==> config.mk <==
export PLATFORM = sky130hd
export DESIGN_NAME = mac_wb_collector_flat
export DESIGN_NICKNAME = d
export VERILOG_FILES = /design/src/rtl/mac_pkg.sv /design/src/rtl/mac_wb_collector_if.sv /design/src/rtl/mac_result_fifo.sv /design/src/rtl/mac_wb_collector.sv /design/src/flat_wrapper.sv
export SDC_FILE = /design/constraint.sdc
export NUM_CORES = 1
export LEC_CHECK = 0
export CAP_MARGIN = 20
export CORE_AREA = 2 2 148 150
export DETAILED_ROUTE_END_ITERATION = 8
export DIE_AREA = 0 0 150 152
export GPL_TIMING_DRIVEN = 0
export SYNTH_ARGS = -nofsm -noshare
export SYNTH_HDL_FRONTEND = slang
export SYNTH_SLANG_ARGS = --single-unit
==> constraint.sdc <==
create_clock -name clk_i -period 5.32 [get_ports clk_i]
set_input_delay 1.064 -clock clk_i [delete_from_list [all_inputs] [get_ports clk_i]]
set_output_delay 1.064 -clock clk_i [all_outputs]
set_load 0.1 [all_outputs]
==> src/rtl/mac_pkg.sv <==
// Shared types and constants for the MAC functional unit result path.
package mac_pkg;

  localparam int XLEN           = 32;
  localparam int TRANS_ID_BITS  = 4;
  localparam int MAC_FU_LATENCY = 3;

  typedef struct packed {
    logic [XLEN-1:0]          result;
    logic [TRANS_ID_BITS-1:0] trans_id;
  } mac_result_t;

endpackage

==> src/rtl/mac_wb_collector_if.sv <==
// Issue-credit, FU-result and writeback signals of the MAC result collector.
// The slave modport is the collector's view; master is the surrounding pipeline.
interface mac_wb_collector_if #(
  parameter int FIFO_DEPTH = 4
);
  import mac_pkg::*;

  localparam int CW = $clog2(FIFO_DEPTH) + 1;

  logic                     issue_valid_i;
  logic                     issue_ready_o;
  logic                     fu_valid_i;
  logic [XLEN-1:0]          fu_result_i;
  logic [TRANS_ID_BITS-1:0] fu_trans_id_i;
  logic                     wb_valid_o;
  logic                     wb_ready_i;
  logic [XLEN-1:0]          wb_result_o;
  logic [TRANS_ID_BITS-1:0] wb_trans_id_o;
  logic [CW-1:0]            credits_o;
  logic                     overflow_o;

  modport slave (
    input  issue_valid_i, fu_valid_i, fu_result_i, fu_trans_id_i, wb_ready_i,
    output issue_ready_o, wb_valid_o, wb_result_o, wb_trans_id_o, credits_o, overflow_o
  );

  modport master (
    output issue_valid_i, fu_valid_i, fu_result_i, fu_trans_id_i, wb_ready_i,
    input  issue_ready_o, wb_valid_o, wb_result_o, wb_trans_id_o, credits_o, overflow_o
  );

endinterface

==> src/rtl/mac_result_fifo.sv <==
// Small synchronous FIFO of MAC results. Pointers carry one extra MSB so
// full and empty can be told apart; they wrap modulo 2*DEPTH.
module mac_result_fifo
  import mac_pkg::*;
#(
  parameter int DEPTH = 4
) (
  input  logic        clk_i,
  input  logic        rst_i,
  input  logic        push_i,
  input  logic        pop_i,
  input  logic        clear_i,
  input  mac_result_t data_i,
  output logic        full_o,
  output logic        empty_o,
  output mac_result_t head_o
);

  localparam int AW = $clog2(DEPTH);
  localparam logic [AW:0] PTR_ONE = {{AW{1'b0}}, 1'b1};

  logic [AW:0] wr_ptr_q, wr_ptr_d;
  logic [AW:0] rd_ptr_q, rd_ptr_d;
  mac_result_t mem_q [DEPTH];
  logic        do_push, do_pop;

  assign empty_o = (wr_ptr_q == rd_ptr_q);
  assign full_o  = (wr_ptr_q[AW] != rd_ptr_q[AW]) && (wr_ptr_q[AW-1:0] == rd_ptr_q[AW-1:0]);

  // A push into a full FIFO only lands when the same cycle frees the head slot.
  assign do_push = push_i & (~full_o | pop_i);
  assign do_pop  = pop_i & ~empty_o;

  // Head reads as zero when empty so idle writeback outputs are clean.
  assign head_o = empty_o ? '0 : mem_q[rd_ptr_q[AW-1:0]];

  // Next pointer values; clear empties the FIFO regardless of handshakes.
  always_comb begin
    wr_ptr_d = wr_ptr_q;
    rd_ptr_d = rd_ptr_q;
    if (clear_i) begin
      wr_ptr_d = '0;
      rd_ptr_d = '0;
    end else begin
      if (do_push) wr_ptr_d = wr_ptr_q + PTR_ONE;
      if (do_pop)  rd_ptr_d = rd_ptr_q + PTR_ONE;
    end
  end

  // Pointer registers with synchronous reset.
  always_ff @(posedge clk_i) begin
    if (!rst_i) begin
      wr_ptr_q <= '0;
      rd_ptr_q <= '0;
    end else begin
      wr_ptr_q <= wr_ptr_d;
      rd_ptr_q <= rd_ptr_d;
    end
  end

  // Storage write; contents need no reset since empty masks the head.
  always_ff @(posedge clk_i) begin
    if (do_push && !clear_i) mem_q[wr_ptr_q[AW-1:0]] <= data_i;
  end

endmodule

==> src/rtl/mac_wb_collector.sv <==
// Collects stall-free MAC FU results into a FIFO, drains them to writeback,
// and hands out issue credits so the FIFO cannot be overrun.
module mac_wb_collector
  import mac_pkg::*;
#(
  parameter int FIFO_DEPTH = 4
) (
  input  logic clk_i,
  input  logic rst_i,
  input  logic flush_i,
  mac_wb_collector_if.slave bus
);

  localparam int CW = $clog2(FIFO_DEPTH) + 1;
  localparam logic [CW-1:0] CRED_MAX = CW'(FIFO_DEPTH);
  localparam logic [CW-1:0] CRED_ONE = {{(CW-1){1'b0}}, 1'b1};

  logic [CW-1:0] credits_q, credits_d;
  logic          overflow_q, overflow_d;
  logic          push, pop, fire;
  logic          fifo_full, fifo_empty;
  mac_result_t   fu_entry, head;

  assign fu_entry = '{result: bus.fu_result_i, trans_id: bus.fu_trans_id_i};

  // Flush masks every handshake; the credit check looks only at the register.
  assign bus.issue_ready_o = (credits_q != '0) & ~flush_i;
  assign fire = bus.issue_valid_i & bus.issue_ready_o;
  assign push = bus.fu_valid_i & ~flush_i;
  assign pop  = bus.wb_valid_o & bus.wb_ready_i & ~flush_i;

  mac_result_fifo #(.DEPTH(FIFO_DEPTH)) u_fifo (
    .clk_i   (clk_i),
    .rst_i   (rst_i),
    .push_i  (push),
    .pop_i   (pop),
    .clear_i (flush_i),
    .data_i  (fu_entry),
    .full_o  (fifo_full),
    .empty_o (fifo_empty),
    .head_o  (head)
  );

  assign bus.wb_valid_o    = ~fifo_empty;
  assign bus.wb_result_o   = head.result;
  assign bus.wb_trans_id_o = head.trans_id;
  assign bus.credits_o     = credits_q;
  assign bus.overflow_o    = overflow_q;

  // Credit bookkeeping and sticky error detection.
  always_comb begin
    credits_d  = credits_q;
    overflow_d = overflow_q;
    if (flush_i) begin
      credits_d = CRED_MAX;
    end else begin
      if (pop && !fire) begin
        if (credits_q == CRED_MAX) overflow_d = 1'b1;
        else                       credits_d  = credits_q + CRED_ONE;
      end else if (fire && !pop) begin
        credits_d = credits_q - CRED_ONE;
      end
      if (push && fifo_full && !pop) overflow_d = 1'b1;
    end
  end

  // Credit and overflow registers; overflow survives flush, only reset clears it.
  always_ff @(posedge clk_i) begin
    if (!rst_i) begin
      credits_q  <= CRED_MAX;
      overflow_q <= 1'b0;
    end else begin
      credits_q  <= credits_d;
      overflow_q <= overflow_d;
    end
  end

endmodule

==> src/flat_wrapper.sv <==
// flat-port wrapper written by rule: the top's interface ports become plain ports
module mac_wb_collector_flat import mac_pkg::*;
#(
  parameter int FIFO_DEPTH = 4
)
  (clk_i, rst_i, flush_i, bus_issue_valid_i, bus_fu_valid_i, bus_fu_result_i, bus_fu_trans_id_i, bus_wb_ready_i, bus_issue_ready_o, bus_wb_valid_o, bus_wb_result_o, bus_wb_trans_id_o, bus_credits_o, bus_overflow_o);
  mac_wb_collector_if #(.FIFO_DEPTH(FIFO_DEPTH)) bus_i ();
  input  logic clk_i;
  input  logic rst_i;
  input  logic flush_i;
  input wire logic [$bits(bus_i.issue_valid_i)-1:0] bus_issue_valid_i;
  input wire logic [$bits(bus_i.fu_valid_i)-1:0] bus_fu_valid_i;
  input wire logic [$bits(bus_i.fu_result_i)-1:0] bus_fu_result_i;
  input wire logic [$bits(bus_i.fu_trans_id_i)-1:0] bus_fu_trans_id_i;
  input wire logic [$bits(bus_i.wb_ready_i)-1:0] bus_wb_ready_i;
  output wire logic [$bits(bus_i.issue_ready_o)-1:0] bus_issue_ready_o;
  output wire logic [$bits(bus_i.wb_valid_o)-1:0] bus_wb_valid_o;
  output wire logic [$bits(bus_i.wb_result_o)-1:0] bus_wb_result_o;
  output wire logic [$bits(bus_i.wb_trans_id_o)-1:0] bus_wb_trans_id_o;
  output wire logic [$bits(bus_i.credits_o)-1:0] bus_credits_o;
  output wire logic [$bits(bus_i.overflow_o)-1:0] bus_overflow_o;
  assign bus_i.issue_valid_i = bus_issue_valid_i;
  assign bus_i.fu_valid_i = bus_fu_valid_i;
  assign bus_i.fu_result_i = bus_fu_result_i;
  assign bus_i.fu_trans_id_i = bus_fu_trans_id_i;
  assign bus_i.wb_ready_i = bus_wb_ready_i;
  assign bus_issue_ready_o = bus_i.issue_ready_o;
  assign bus_wb_valid_o = bus_i.wb_valid_o;
  assign bus_wb_result_o = bus_i.wb_result_o;
  assign bus_wb_trans_id_o = bus_i.wb_trans_id_o;
  assign bus_credits_o = bus_i.credits_o;
  assign bus_overflow_o = bus_i.overflow_o;
  mac_wb_collector #(.FIFO_DEPTH(FIFO_DEPTH)) u_core (.clk_i(clk_i), .rst_i(rst_i), .flush_i(flush_i), .bus(bus_i));
endmodule
==> impl_metrics.json <==
{
  "status": "finished clean",
  "worstMarginPinSlew_ps": 1017,
  "r2r-end": "u_core.bus.credits_o[2]$_SDFFE_PP1P_",
  "final_antenna_net_count": 0,
  "first_pass_iters": 4,
  "drt_iter0_markers": 173,
  "yosys-top-cells-count": "edfxtp_1 (144), and2_1 (40), mux4_2 (36), dfxtp_1 (12), nor2_1 (7)",
  "seqPwrFrac_pct": 49.3,
  "die_x_um": 150,
  "slew_violations": 0,
  "dieArea_um2": 22800,
  "numCtsBuffers": 17,
  "p_sw_share_pct": 24.21,
  "worstPathMaxFanout": 10,
  "cts_root_buf": "clkbuf_16",
  "p_leak_nw": 2.567,
  "setup_tns_ps": 0,
  "start_util_pct": 29.14,
  "wire_per_inst_um": 17.00,
  "fin_nets": 466,
  "r2r_slack_ps": 2920,
  "yosysMostFrequentCell": "edfxtp_1",
  "power.clock.fraction_pct": 39.9,
  "finalInstanceArea_um2": 8033,
  "finalCritPeriodShare_pct": 80.11,
  "power.density_nw_per_um2": 345.1,
  "syn_nets": 360,
  "worstRegToRegCells": 7,
  "drc": 0,
  "critPathArrivalTime_ps": 3200,
  "cts_resized": 0,
  "rows": 54,
  "wirelength_um": 12090,
  "hold_violations": 0,
  "cp-start-kind": "flop",
  "cts_max_level": 4,
  "path_class": "flop to output port",
  "core_area_um2": 21350,
  "grt_setup_unrepaired": "no",
  "cts_tree": "yes",
  "crit_path_end": "bus_wb_result_o[6]",
  "combPwrFrac_pct": 10.8,
  "grt_max_degree": 38,
  "antenna_cells": 0,
  "grt-ovfl-total": 0,
  "async_flop_share_pct": 0,
  "relSlewSlack_pct": 31.96,
  "synth.largest_area_cell": "edfxtp_1",
  "clk_latency_ps": 410,
  "grt_usage_pct": 11.25,
  "cts_setup_buffers": 0,
  "synth_warnings": 0,
  "synthCells": 312,
  "first_global_vias": 3403,
  "via_count": 3140,
  "globalplace.congestion": 0.7842,
  "synth_top_area_share_pct": 69.51,
  "avgSynthCellArea_um2": 19.94,
  "io_buffer_count": 83,
  "synth_flop_cell": "edfxtp_1",
  "ys_top_cells_by_area": "edfxtp_1 (70%), mux4_2 (13%), and2_1 (4.0%)",
  "worstSetupEndpointType": "output port",
  "period_needed_ps": 4262,
  "clock_sinks": 156,
  "antenna_found_initial": 0,
  "critPathLaunch": "u_core.u_fifo.rd_ptr_q[2]$_SDFFE_PP0P_",
  "area_delta_synth_final_pct": 29.12,
  "cap_viol_max_count": 0,
  "r2r-start": "u_core.bus.credits_o[0]$_SDFFE_PP0P_",
  "cp.required_ps": 4260,
  "synth_cell_types": 37,
  "p_sw_mw": 0.6712,
  "seq_area_frac_synth_pct": 73.37,
  "p_total_mw": 2.772,
  "place_hpwl_um": 7901,
  "die_h_um": 152,
  "via_per_inst": 4.416,
  "drive_above_1_share_pct": 19.95,
  "setup_viol": 0,
  "post-route-util_pct": 37.62,
  "synth_area_um2": 6221,
  "hold_class": "flop to flop",
  "postPlaceCellArea_um2": 7466,
  "path_clk_slew_ps": 60,
  "ys_ff_latch": 156,
  "ctsLongestPathBuffers": 2,
  "fin_skew_ps": 7.724,
  "synth-edff-count": 144,
  "p_int_mw": 2.101,
  "boundaryPins": 84,
  "fmax_mhz": 234.6,
  "vdd_drop_max_mv": 0.1846,
  "grt_pass1_wl_um": 18860,
  "cts-hold-fix-buffers": 0
}
## critical path, cell delays in order, from the launching register on
cell and delay, ps:
dfxtp_1 390, xor2_1 400, or3_1 300, buf_4 230
buf_6 160, and2_1 140, clkdlybuf4s50_1 1150
## power by group through the flow
stage	Combinational, mW	Sequential, mW	Clock (mW)
final	0.299	1.37	1.11
after detailed placement	0.303	1.39	0
after CTS	0.304	1.37	1.14
after global placement	0.296	1.39	0
after floorplan	0.189	1.40	0
after global routing	0.316	1.37	1.18
## registers in the layout, summed over array words and instances, names as in the netlist, named ones only
name	count
u_core.u_fifo.mem_q	144
u_core.bus.credits_o	3
u_core.u_fifo.wr_ptr_q	3
u_core.u_fifo.rd_ptr_q	3
u_core.bus.overflow_o	1
## worst min-delay path by stage
| stage | from | endpoint | slack, ps | cells after the start |
|---|---|---|---|---|
| detailed placement | u_core.bus.overflow_o$_SDFFE_PN0P_ | u_core.bus.overflow_o$_SDFFE_PN0P_ | 470 | 1 |
| finish | u_core.bus.overflow_o$_SDFFE_PN0P_ | u_core.bus.overflow_o$_SDFFE_PN0P_ | 480 | 1 |
| CTS | u_core.bus.overflow_o$_SDFFE_PN0P_ | u_core.bus.overflow_o$_SDFFE_PN0P_ | 490 | 1 |
| floorplan | u_core.u_fifo.wr_ptr_q[2]$_SDFFE_PP0P_ | u_core.u_fifo.wr_ptr_q[2]$_SDFFE_PP0P_ | 480 | 2 |
| global placement | u_core.bus.overflow_o$_SDFFE_PN0P_ | u_core.bus.overflow_o$_SDFFE_PN0P_ | 480 | 1 |
| global route | u_core.u_fifo.wr_ptr_q[2]$_SDFFE_PP0P_ | u_core.u_fifo.wr_ptr_q[2]$_SDFFE_PP0P_ | 530 | 2 |
## cell type report
class / count / area (µm²)
Fill cell: 2034 / 13320
Sequential cell: 156 / 4564
Multi-Input combinational cell: 138 / 1564
Timing Repair Buffer: 87 / 910.9
Clock buffer: 18 / 429.2
Tap cell: 280 / 350.3
Clock inverter: 14 / 117.6
Buffer: 14 / 81.33
Inverter: 4 / 15.01
## metrics by stage
step                      worst slack (ps)  std cells  hold WS, ps
after floorplan                       1606        312        479.0
after global placement                1229        675        478.8
after detailed placement              1410        678        472.1
after CTS                            966.6        710        486.2
after global routing                 889.0        711        529.2
final                                 1058        711        481.2
## logic make-up (layout without fill, tap and decap cells)
family          count (synthesis)  after routing  share of synthesized area, %
mux                            40             40                         13.70
compound gates                 17             17                         2.454
simple gates                   67             67                         6.235
xor+xnor                        8              8                         1.368
flops                         156            156                         73.37
fa+ha+maj                       6              6                         1.327
buf+inv                        18            137                         1.548
## per-layer routing
layer  track usage [%]  vias up  share of wire (%)
met5                 0        -                  0
met4             3.774        0                1.2
met3             3.724       10                4.2
met2             19.48       59                 53
met1             13.04     1610                 41
li1                  -     1461                  -
## cell usage in the layout (no fill, tap or decap), types with 5 or more instances in the layout
master / instances
and2_1: 37
nor2_1: 7
clkbuf_16: 17
mux4_2: 36
clkdlybuf4s50_1: 83
nand2_1: 5
clkbuf_1: 6
ha_1: 5
dfxtp_1: 12
edfxtp_1: 144
Power figures use the tool's default switching activity.
